$ cat src/rtl/modulador_ctrl.sv
// Frame sequencer for a byte modulator: payload FIFO, then preamble/sync/payload framing on DADO.
// Optional trailing XOR checksum byte is enabled by defining MODULADOR_CTRL_CKSUM_EN.
module modulador_ctrl #(
   parameter int unsigned DEPTH         = 4,
   parameter int unsigned PREAMBLE_LEN  = 2,
   parameter logic [7:0]  PREAMBLE_BYTE = 8'h55,
   parameter logic [7:0]  SYNC_BYTE     = 8'hD3
) (
   input  logic       clk,
   input  logic       rst_n,
   input  logic [7:0] din,
   input  logic       din_valid,
   output logic       din_ready,
   input  logic       frame_start,
   input  logic       byte_done,
   output logic [7:0] DADO,
   output logic       tx_en,
   output logic       busy,
   output logic [2:0] dbg_state_o
);

   localparam int unsigned AW = (DEPTH > 1) ? $clog2(DEPTH) : 1;
   localparam int unsigned CW = $clog2(DEPTH) + 1;
   localparam logic [CW-1:0] FULL_C = CW'(DEPTH);
   localparam logic [3:0] PRE_LAST_C = 4'(PREAMBLE_LEN - 1);

`ifdef MODULADOR_CTRL_CKSUM_EN
   typedef enum logic [2:0] {S_IDLE, S_PREAMBLE, S_SYNC, S_PAYLOAD, S_CKSUM} state_t;
`else
   typedef enum logic [2:0] {S_IDLE, S_PREAMBLE, S_SYNC, S_PAYLOAD} state_t;
`endif

   // Handshake: a byte is taken on a rising edge when din_valid and din_ready are both high;
   // din_ready depends only on the registered fill level, so a full FIFO drops the byte even
   // if a pop happens on that same edge.
   logic [7:0]    mem [DEPTH];
   logic [AW-1:0] wr_ptr_q, rd_ptr_q;
   logic [CW-1:0] count_q;
   state_t        state_q;
   logic [7:0]    dado_q;
   logic          tx_en_q, busy_q;
   logic [3:0]    pre_cnt_q;
`ifdef MODULADOR_CTRL_CKSUM_EN
   logic [7:0]    cksum_q;
`endif

   logic       push, pop, has_data;
   logic [7:0] head;

   assign has_data  = (count_q != '0);
   assign din_ready = (count_q != FULL_C);
   assign push      = din_valid && din_ready;
   assign pop       = byte_done && has_data && ((state_q == S_SYNC) || (state_q == S_PAYLOAD));
   assign head      = mem[rd_ptr_q];

   always_ff @(posedge clk) begin
      if (push) mem[wr_ptr_q] <= din;
   end

   always_ff @(posedge clk or negedge rst_n) begin
      if (!rst_n) begin
         wr_ptr_q <= '0;
         rd_ptr_q <= '0;
         count_q  <= '0;
      end else begin
         if (push) wr_ptr_q <= wr_ptr_q + AW'(1);
         if (pop)  rd_ptr_q <= rd_ptr_q + AW'(1);
         case ({push, pop})
            2'b10:   count_q <= count_q + CW'(1);
            2'b01:   count_q <= count_q - CW'(1);
            default: ;
         endcase
      end
   end

   always_ff @(posedge clk or negedge rst_n) begin
      if (!rst_n) begin
         state_q   <= S_IDLE;
         dado_q    <= 8'h00;
         tx_en_q   <= 1'b0;
         busy_q    <= 1'b0;
         pre_cnt_q <= '0;
`ifdef MODULADOR_CTRL_CKSUM_EN
         cksum_q   <= 8'h00;
`endif
      end else begin
         case (state_q)
            S_IDLE: begin
               if (frame_start && has_data) begin
                  state_q   <= S_PREAMBLE;
                  dado_q    <= PREAMBLE_BYTE;
                  tx_en_q   <= 1'b1;
                  busy_q    <= 1'b1;
                  pre_cnt_q <= '0;
`ifdef MODULADOR_CTRL_CKSUM_EN
                  cksum_q   <= 8'h00;
`endif
               end
            end
            S_PREAMBLE: begin
               if (byte_done) begin
                  pre_cnt_q <= pre_cnt_q + 4'd1;
                  if (pre_cnt_q == PRE_LAST_C) begin
                     state_q <= S_SYNC;
                     dado_q  <= SYNC_BYTE;
                  end
               end
            end
            S_SYNC, S_PAYLOAD: begin
               if (byte_done) begin
                  if (has_data) begin
                     state_q <= S_PAYLOAD;
                     dado_q  <= head;
`ifdef MODULADOR_CTRL_CKSUM_EN
                     cksum_q <= cksum_q ^ head;
`endif
                  end else begin
`ifdef MODULADOR_CTRL_CKSUM_EN
                     state_q <= S_CKSUM;
                     dado_q  <= cksum_q;
`else
                     // DADO keeps the last payload byte after the frame closes.
                     state_q <= S_IDLE;
                     tx_en_q <= 1'b0;
                     busy_q  <= 1'b0;
`endif
                  end
               end
            end
`ifdef MODULADOR_CTRL_CKSUM_EN
            S_CKSUM: begin
               if (byte_done) begin
                  state_q <= S_IDLE;
                  tx_en_q <= 1'b0;
                  busy_q  <= 1'b0;
               end
            end
`endif
            default: state_q <= S_IDLE;
         endcase
      end
   end

   assign DADO        = dado_q;
   assign tx_en       = tx_en_q;
   assign busy        = busy_q;
   assign dbg_state_o = state_q;

endmodule

$ cat config.mk
export PLATFORM = sky130hd
export DESIGN_NAME = modulador_ctrl
export DESIGN_NICKNAME = d
export VERILOG_FILES = /design/src/rtl/modulador_ctrl.sv
export SDC_FILE = /design/constraint.sdc
export NUM_CORES = 1
export LEC_CHECK = 0
export BUFFER_PORTS_ARGS = -buffer_cell sky130_fd_sc_hd__clkbuf_2
export CAP_MARGIN = 20
export CORE_MARGIN = 2
export CORE_UTILIZATION = 32
export CTS_BUF_LIST = sky130_fd_sc_hd__clkbuf_16
export CTS_CLUSTER_DIAMETER = 40
export DETAILED_ROUTE_END_ITERATION = 7
export RECOVER_POWER = 50
export SYNTH_ARGS = -nofsm -noshare
export SYNTH_HDL_FRONTEND = slang
export SYNTH_SLANG_ARGS = --single-unit
export TNS_END_PERCENT = 50
$ cat constraint.sdc
create_clock -name clk -period 2.1 [get_ports clk]
set_input_delay 0.21 -clock clk [delete_from_list [all_inputs] [get_ports clk]]
set_output_delay 0.21 -clock clk [all_outputs]
set_load 0.01 [all_outputs]
# Yosys cells after proc, flatten, opt, wreduce, memory -nomap -nowiden
# Memory sizes are Yosys's and may differ from the RTL's.
# Cells that the tools add are included.
dict set report word_totals {
  register_bits 23
  mem_bits_rw 32
  input_bits 13
  output_inout_bits 14
  n_memories 1
}
dict set report op_classes {
  n_addsub 5
  n_eq_ne 13
  n_mux 22
  reduce_logical 16
}
# name words width read_ports rd_clocked_by_memory_dff wr line_no
set memory_table {}
lappend memory_table {mem 4 8 1 0 1 36} ;# logic [7:0] mem [DEPTH];
# op n
set ops {}
lappend ops {{$mux 8} 5}
lappend ops {{$pmux 8 s3} 1}
lappend ops {{$mux 3} 4}
lappend ops {{$ne 2x2->1 const B} 6}
lappend ops {{$pmux 3 s3} 1}
lappend ops {{$mux 4} 2}
lappend ops {{$pmux 4 s2} 1}
lappend ops {{$reduce_and 4->1} 2}
lappend ops {{$eq 3x2->1 const B} 2}
lappend ops {{$pmux 3 s2} 1}
lappend ops {{$reduce_and 6->1} 1}
lappend ops {{$reduce_bool 2->1} 3}
lappend ops {{$reduce_bool 3->1} 2}
lappend ops {{$mux 1} 5}
lappend ops {{$add 2x1->2 const B} 2}
lappend ops {{$add 4x1->4 const B} 1}
lappend ops {{$eq 4x1->1 const B} 1}
lappend ops {{$logic_and 1x1->1} 4}
lappend ops {{$add 3x1->3 const B} 1}
lappend ops {{$eq 3x1->1 const B} 1}
lappend ops {{$logic_not 3->1} 1}
lappend ops {{$ne 3x3->1 const B} 1}
lappend ops {{$reduce_and 3->1} 1}
lappend ops {{$sub 3x1->3 const B} 1}
lappend ops {{other kinds (6)} 6}

# Longest topological paths before layout
# Gate-level depths: netlist of the first run.
dict set report depth {
  depth_word 5
  mapped_depth 10
  depth_no_buf 9
}

# Least setup slack after synthesis of the first run
# OpenSTA, ideal clock, no wires.
dict set report synth_path {
  kind {register to register}
  startpoint {reg count_q[0]}
  endpoint {reg count_q[2]}
  setup_ns 0.079
  arrival_ns 2.077
  required_time_ns 2.021
  slack_ns -0.056
  stages_incl_launch_ff 11
  path_buffers 1
  period_less_slack_ns 2.156
  cell_sequence {dfrtp_1 > buf_6 > or3b_4 > and2_4 > inv_1 > ha_1 > inv_1 > fa_1 > xor2_1 > nor2_1 > xor2_1}
}
dict set report synth_via {
  word_cells_on_any_way 11
  classes_between {2 x add/sub; 3 x eq/ne; 1 x mux; 5 x reduce/logical}
}
# item line_no
set synth_lines {}
lappend synth_lines {{start, declared} 38} ;# logic [CW-1:0] count_q;
lappend synth_lines {{start signal, assigned} 69} ;# 2'b10: count_q <= count_q + CW'(1);
lappend synth_lines {{start signal, assigned} 70} ;# 2'b01: count_q <= count_q - CW'(1);
lappend synth_lines {{$ne 3x3->1 *} 51} ;# assign din_ready = (count_q != FULL_C);
lappend synth_lines {{named net din_ready} 13} ;# output logic din_ready,
lappend synth_lines {{$logic_and 1x1->1 *} 52} ;# assign push = din_valid && din_ready;
lappend synth_lines {{$eq 2x1->1 / $eq 2x2->1 (equally long branches)} 68} ;# case ({push, pop})
lappend synth_lines {{$pmux 3 s2 / $reduce_bool 2->1 (equally long branches)} --}
# Mark *: on every way through the listed nets, which the timed path passes. The rest lies on a longest branch.
# A chain may end at the register's enable or synchronous reset.

# Worst setup path after layout of the first run
dict set report layout_path {
  startpoint {reg count_q[1]}
  endpoint {reg count_q[2]}
}
dict set report layout_via {
  elab_chain_cells 5
  word_cells_on_any_way 11
  classes_between {2 x add/sub; 3 x eq/ne; 1 x mux; 5 x reduce/logical}
}
# item line_no
set layout_lines {}
lappend layout_lines {{$reduce_bool 3->1} 50} ;# assign has_data = (count_q != '0);
lappend layout_lines {{$logic_and 1x1->1 (2 in series)} 53} ;# assign pop = byte_done && has_data && ((state_q == S_SYNC) || (state_q == S_PAYLOAD));
lappend layout_lines {{$eq 2x1->1 / $eq 2x2->1 (equally long branches)} 68}
lappend layout_lines {{$pmux 3 s2 / $reduce_bool 2->1 (equally long branches)} --}
# Parallel ways exist; a longest one is shown, timed or not.

==> flow_metrics.tcl, run 1 <==
set metrics [dict create \
    run_status "completed" \
    max-vdd-ir-drop_mv 0.4509 \
    worst_slew_margin_rel 0.1904 \
    setup_slack_ns 0.1578 \
    cts_root_buf "sky130_fd_sc_hd__clkbuf_16" \
    share_seq_of_total_power 0.441 \
    final_net_count 216 \
    ant_nets 0 \
    timing.setup.critical_path_class "reg -> reg" \
    layout.cells.most_common "sky130_fd_sc_hd__edfxtp_1" \
    finClkSkew_ns 0.004170 \
    grt_use_total 0.1105 \
    final-hold-violation-count 0 \
    drt-initial-drc-count 51 \
    grt_overflow_total 0 \
    final.setup.tns_ns 0 \
    end_kind "flip-flop" \
    switching_share 0.3391 \
    finalPower_w 0.003956 \
    top_level_port_count 27 \
    drive_gt1_frac 0.2551 \
    mappedNetlistNets 182 \
    sequential_share_of_the_synthesized_area 0.6288 \
    fp.dieArea_mm2 0.008220 \
    finalWeightedCongestion 0.7105 \
    hpwl_um 3131 \
    max-clock-path-buffers 2 \
    yosys.area_share.xor_xnor 0.02186 \
    insertion_delay_ns 0.29 \
    post-route-util 0.3885 \
    power.internal_w 0.002614 \
    detailroute.via_count 1366 \
    class_of_the_tightest_hold_or_removal_check "in -> reg" \
    preCtsSetupSlack_ns 0.06765 \
    synthAdderAreaFrac 0.04477 \
    port_buffers 25 \
    syn_to_final_growth_pct 17.23 \
    post_synth_inst_count 161 \
    filler_cell_count 697 \
    rows 31 \
    dr.pass1.iters 4 \
    grt_setup_unrepaired "false" \
    multiInputGateArea_um2 827.0 \
    total_of_max_cap_violations 0 \
    synth_seq_cells 54 \
    core_region_area_mm2 0.007253 \
    synth_compound_gate_area_share 0.08798 \
    cts_num_sinks 54 \
    cp-start-kind "flip-flop" \
    synth_area_mm2 0.002404 \
    instances_no_fill 295 \
    total_leakage_power_nw 1.082 \
    die-width_um 90.67 \
    initial_core_util 0.3314 \
    antenna_diode_count 0 \
    crit_required_ns 2.32 \
    grt_pass1_vias 1326 \
    cts_tree "built" \
    worstPathMaxFanout 2 \
    placed_cells_incl_taps 285 \
    layout.cells.most_common_list "32 x sky130_fd_sc_hd__edfxtp_1, 22 x sky130_fd_sc_hd__dfrtp_1, 15 x sky130_fd_sc_hd__clkbuf_1" \
    h_tree_levels 2 \
    final-setup-viol-count 0 \
    grt_max_degree 23 \
    worstMarginPinSlew_ns 1.214 \
    cts.repair.resized 0 \
    async_reset_ff_frac 0.4074 \
    detail_route.wl_per_cell_um 14.81 \
    synth.distinct_cells 40 \
    ys.flop_type "sky130_fd_sc_hd__edfxtp_1" \
    grt_first_pass_wirelength_um 6927 \
    seqCellArea_mm2 0.001511 \
    drt_wl_total_um 4368 \
    switchingPower_w 0.001341 \
    die_height_um 90.67 \
    synth_edf_count 32 \
    finalCriticalPeriod_ns 1.942 \
    power_per_cell_area_mw_per_mm2 1404 \
    route.detailed.drc 0 \
    final-max-slew-violation-count 0 \
    combPwrFrac 0.356 \
    clock_power_share 0.203 \
    routed_via_density 4.631 \
    arrival_ns 2.16 \
    initial_antenna_violation_count 0 \
    max_freq_mhz 514.9 \
    ys_warn_count 0 \
    synth_mux_area_frac 0.1052 \
    combinational_family_with_the_most_area_after_synthesis "multiplexers" \
    worst_setup_hold_path_clk_slew_ns 0.07 \
    synthSimpleGateAreaFrac 0.07652 \
    syn_area_per_cell_um2 14.93 \
    cts_made_buffers 5 \
    fin_crit_sh 0.9249 \
]
==> worst paths after layout <==
path	start	endpoint	slack (ns)	depth (start not counted)
max	count_q[1]	count_q[2]	0.16	9
min	din[4]	mem[3][4]	0.18	1
max reg2reg	count_q[1]	count_q[2]	0.16	9
min reg2reg	DADO[1]	DADO[1]	0.53	1
max in group asynchronous	rst_n	DADO[1]	0.68	2
min in group asynchronous	rst_n	pre_cnt_q[1]	0.69	2
==> cells in the mapped netlist, drive strengths merged, types with 3 or more instances <==
master	number	area, um2
o221ai	3	32.53
nand2b	3	18.77
inv	9	33.78
a21oi	3	15.01
ha	7	87.58
mux2i	8	80.08
o2bb2ai	4	35.03
mux2	3	37.53
nor2	9	33.78
dfrtp	22	550.5
xnor2	4	35.03
and3	4	30.03
o21ai	4	20.02
edfxtp	32	960.9
buf	7	46.29
nand2	10	37.54
mux4	6	135.1
==> critical path, cell delays in order (launching register included) <==
cell and delay, ns:
sky130_fd_sc_hd__dfrtp_1 0.38, sky130_fd_sc_hd__or3b_4 0.41, sky130_fd_sc_hd__and2_4 0.15, sky130_fd_sc_hd__inv_2 0.06
sky130_fd_sc_hd__ha_4 0.13, sky130_fd_sc_hd__inv_2 0.03, sky130_fd_sc_hd__fa_2 0.32, sky130_fd_sc_hd__xor2_1 0.14
sky130_fd_sc_hd__nor2_1 0.11, sky130_fd_sc_hd__xor2_1 0.14
==> registers in the layout (all words and copies together), names as in the netlist <==
signal       count
busy             1
dbg_state_o      2
wr_ptr_q         2
count_q          3
pre_cnt_q        4
mem             32
rd_ptr_q         2
DADO             8
==> power groups by stage <==
stage / registers, W / logic (W) / clock network (W)
2_1_floorplan: 0.00169 / 0.00107 / 0
3_3_place_gp: 0.00176 / 0.00141 / 0
3_5_place_dp: 0.00178 / 0.00143 / 0
4_1_cts: 0.00175 / 0.00144 / 0.000833
5_1_grt: 0.00179 / 0.00157 / 0.000866
6_report: 0.00175 / 0.00141 / 0.000802
==> layout make-up <==
cell class / count / share of cell area
clock inverters: 3 / 0.007105
well taps: 99 / 0.04396
multi-input cells: 91 / 0.2935
repair buffers: 34 / 0.06261
clock buffers: 5 / 0.04441
flip-flops and latches: 54 / 0.5364
inverters: 9 / 0.01199
==> timing repair <==
action | in CTS | in global routing
hold buffers | 1 | 0
hold endpoints to repair | 22 | 0
setup buffers | 0 | 1
setup endpoints to repair | 0 | 1
==> metal layers <==
metal	vias to the layer above	wire length, um	part of all wire	GRT usage
met5	-	0	0	0
met4	0	53	0.012	0.04103
met3	6	193	0.044	0.03255
met2	33	2105	0.48	0.1723
met1	661	2015	0.46	0.1461
li1	666	-	-	-
==> stage by stage <==
stage | hold slack, ns | area, um2
floorplan | -0.08559 | 2419
global placement | 0.2344 | 2674
detailed placement | 0.2342 | 2674
CTS | 0.1314 | 2829
global route | 0.2035 | 2818
finish | 0.1823 | 2818
==> kinds of logic after synthesis <==
group	count (synthesis)
flops	54
xor+xnor	6
fa+ha+maj	8
other cells	1
simple gates	33
buf+inv	16
compound gates	26
mux	17
No activity file was read; power rests on OpenSTA's default activity.
==> run 2, diff against run 1 <==
==> constraint.sdc (replaced) <==
create_clock -name clk -period 2.2 [get_ports clk]
set_input_delay 0.22 -clock clk [delete_from_list [all_inputs] [get_ports clk]]
set_output_delay 0.22 -clock clk [all_outputs]
set_load 0.01 [all_outputs]
==> run 2 against run 1 <==
- core utilization decreased by 0.12 points
- flip-flop and latch count unchanged
- sequential share of layout area increased by 0.17 points
- cell area decreased by 0.31%
- critical path type unchanged
- clock skew decreased by 0.0020 ns
- highest routed layer unchanged
- setup slack got worse by 0.035 ns
==> flow_metrics.tcl, run 2 (synthesis results as in run 1) <==
set metrics [dict create \
    rr_endpoint "count_q[2]" \
    port_buffers 25 \
    insertion_delay_ns 0.29 \
    drt_wl_total_um 4322 \
    worstHoldPathCells 1 \
    drive_gt1_frac 0.2449 \
    final-hold-violation-count 0 \
    max-vdd-ir-drop_mv 0.4792 \
    worstRegToRegCells 9 \
    post-route-util 0.3873 \
    grt_use_total 0.1127 \
    arrival_ns 2.30 \
    hold_end "mem[2][0]" \
    cts_num_sinks 54 \
    h_tree_levels 2 \
    rows 31 \
    worst_setup_hold_path_clk_slew_ns 0.07 \
    cp-start-kind "flip-flop" \
    worst_slew_margin_rel 0.1963 \
    detail_route.wl_per_cell_um 14.65 \
    top_level_port_count 27 \
    dr.pass1.iters 4 \
    final.setup.tns_ns 0 \
    power_per_cell_area_mw_per_mm2 1344 \
    crit_required_ns 2.42 \
    grt_overflow_total 0 \
    max_freq_mhz 481.4 \
    flip_flop_count_of_the_largest_register_all_copies_and_words_added 32 \
    die-width_um 90.67 \
    total_of_max_cap_violations 0 \
    cts_made_buffers 5 \
    total_leakage_power_nw 1.083 \
    detailroute.via_count 1361 \
    die_height_um 90.67 \
    final-setup-viol-count 0 \
    regToRegSetupSlack_ns 0.12 \
    run_status "completed" \
    class_of_the_tightest_hold_or_removal_check "in -> reg" \
    drt-initial-drc-count 69 \
    ant_nets 0 \
    timing.setup.critical_path_class "reg -> reg" \
    min-delay-start "din[0]" \
    max-clock-path-buffers 2 \
    regToRegStartpoint "count_q[0]" \
    registers.top_by_ff_count "mem" \
    hpwl_um 3073 \
    filler_cell_count 712 \
    end_kind "flip-flop" \
    core_region_area_mm2 0.007253 \
    grt_first_pass_wirelength_um 7044 \
    layout.cells.most_common "sky130_fd_sc_hd__edfxtp_1" \
    finalCriticalPeriod_ns 2.077 \
    final-max-slew-violation-count 0 \
    finalWeightedCongestion 0.7420 \
    grt_pass1_vias 1441 \
    cts_tree "built" \
    layout.cells.most_common_list "32 x sky130_fd_sc_hd__edfxtp_1, 22 x sky130_fd_sc_hd__dfrtp_1, 15 x sky130_fd_sc_hd__clkbuf_1" \
    antenna_diode_count 0 \
    syn_to_final_growth_pct 16.87 \
    final_net_count 216 \
    initial_core_util 0.3314 \
    grt_max_degree 23 \
    route.detailed.drc 0 \
    worstPathMaxFanout 4 \
    initial_antenna_violation_count 0 \
    cts_root_buf "sky130_fd_sc_hd__clkbuf_16" \
    fin_crit_sh 0.9442 \
    fp.dieArea_mm2 0.008220 \
    routed_via_density 4.614 \
    grt_setup_unrepaired "false" \
    finClkSkew_ns 0.002215 \
    worstMarginPinSlew_ns 1.206 \
]
-- run 2: changes by cell type in the layout (fill, tap and decap cells not counted), sizes merged --
cell	before	now
clkinvlp	1	0
clkinv	1	3
inv	10	9
-- run 2: area by class of cell --
type / instances / area (um2) / share of cell area
inverter: 9 / 33.78 / 0.01203
multi-input combinational: 91 / 817.0 / 0.2909
clock buffer: 5 / 125.1 / 0.04454
sequential: 54 / 1511 / 0.5381
clock inverter: 3 / 21.27 / 0.007572
tap: 99 / 123.9 / 0.04410
timing repair buffer: 34 / 176.4 / 0.06281
-- run 2: where the power goes --
group / switching (W) / total (W) / leakage [nW] / internal, W
logic: 0.000678 / 0.00135 / 0.462 / 0.000668
clock network: 0.000344 / 0.000766 / 0.0714 / 0.000422
registers: 0.000262 / 0.00166 / 0.550 / 0.00140
total: 0.00128 / 0.00377 / 1.08 / 0.00249
-- run 2: metal layers --
| metal | vias to the layer above | global-route usage | wire length, um |
|---|---|---|---|
| met5 | - | 0 | 0 |
| met4 | 0 | 0.04615 | 80 |
| met3 | 7 | 0.03088 | 178 |
| met2 | 29 | 0.1853 | 2097 |
| met1 | 663 | 0.1404 | 1966 |
| li1 | 662 | - | - |
-- run 2: repair_timing --
action / 4_1_cts / 5_1_grt
endpoints found under the hold margin: 22 / 0
resized for setup: 0 / 2
buffers inserted: 0 / 1
setup endpoints to repair: 0 / 1
hold buffers: 1 / 0
-- run 2: worst max-delay path by stage --
| stage | startpoint | to | slack (ns) | cells past startpoint |
|---|---|---|---|---|
| after floorplan | count_q[0] | count_q[2] | 0.04 | 10 |
| after global placement | count_q[1] | count_q[2] | 0.13 | 9 |
| after detailed placement | count_q[1] | count_q[2] | 0.09 | 9 |
| after CTS | count_q[1] | count_q[2] | 0.07 | 9 |
| after global routing | count_q[0] | count_q[2] | 0.03 | 9 |
| final | count_q[0] | count_q[2] | 0.12 | 9 |
-- run 2: critical path: stages, from the launching register on --
cell	delay, ns
sky130_fd_sc_hd__dfrtp_1	0.38
sky130_fd_sc_hd__or3b_4	0.42
sky130_fd_sc_hd__and2_4	0.19
sky130_fd_sc_hd__inv_1	0.06
sky130_fd_sc_hd__ha_2	0.18
sky130_fd_sc_hd__inv_1	0.06
sky130_fd_sc_hd__fa_2	0.33
sky130_fd_sc_hd__xor2_1	0.14
sky130_fd_sc_hd__nor2_1	0.12
sky130_fd_sc_hd__xor2_1	0.14
-- run 2: stage by stage --
step	hold WS, ns	std cells	worst slack [ns]	instance area [um2]	power [W]
final	0.1867	295	0.1227	2809	0.003774
after global routing	0.2079	295	0.03436	2809	0.004044
after CTS	0.1401	294	0.07452	2815	0.003824
after detailed placement	0.2460	285	0.09132	2659	0.003046
after global placement	0.2426	285	0.1267	2659	0.003014
after floorplan	-0.07559	161	0.04367	2404	0.002623
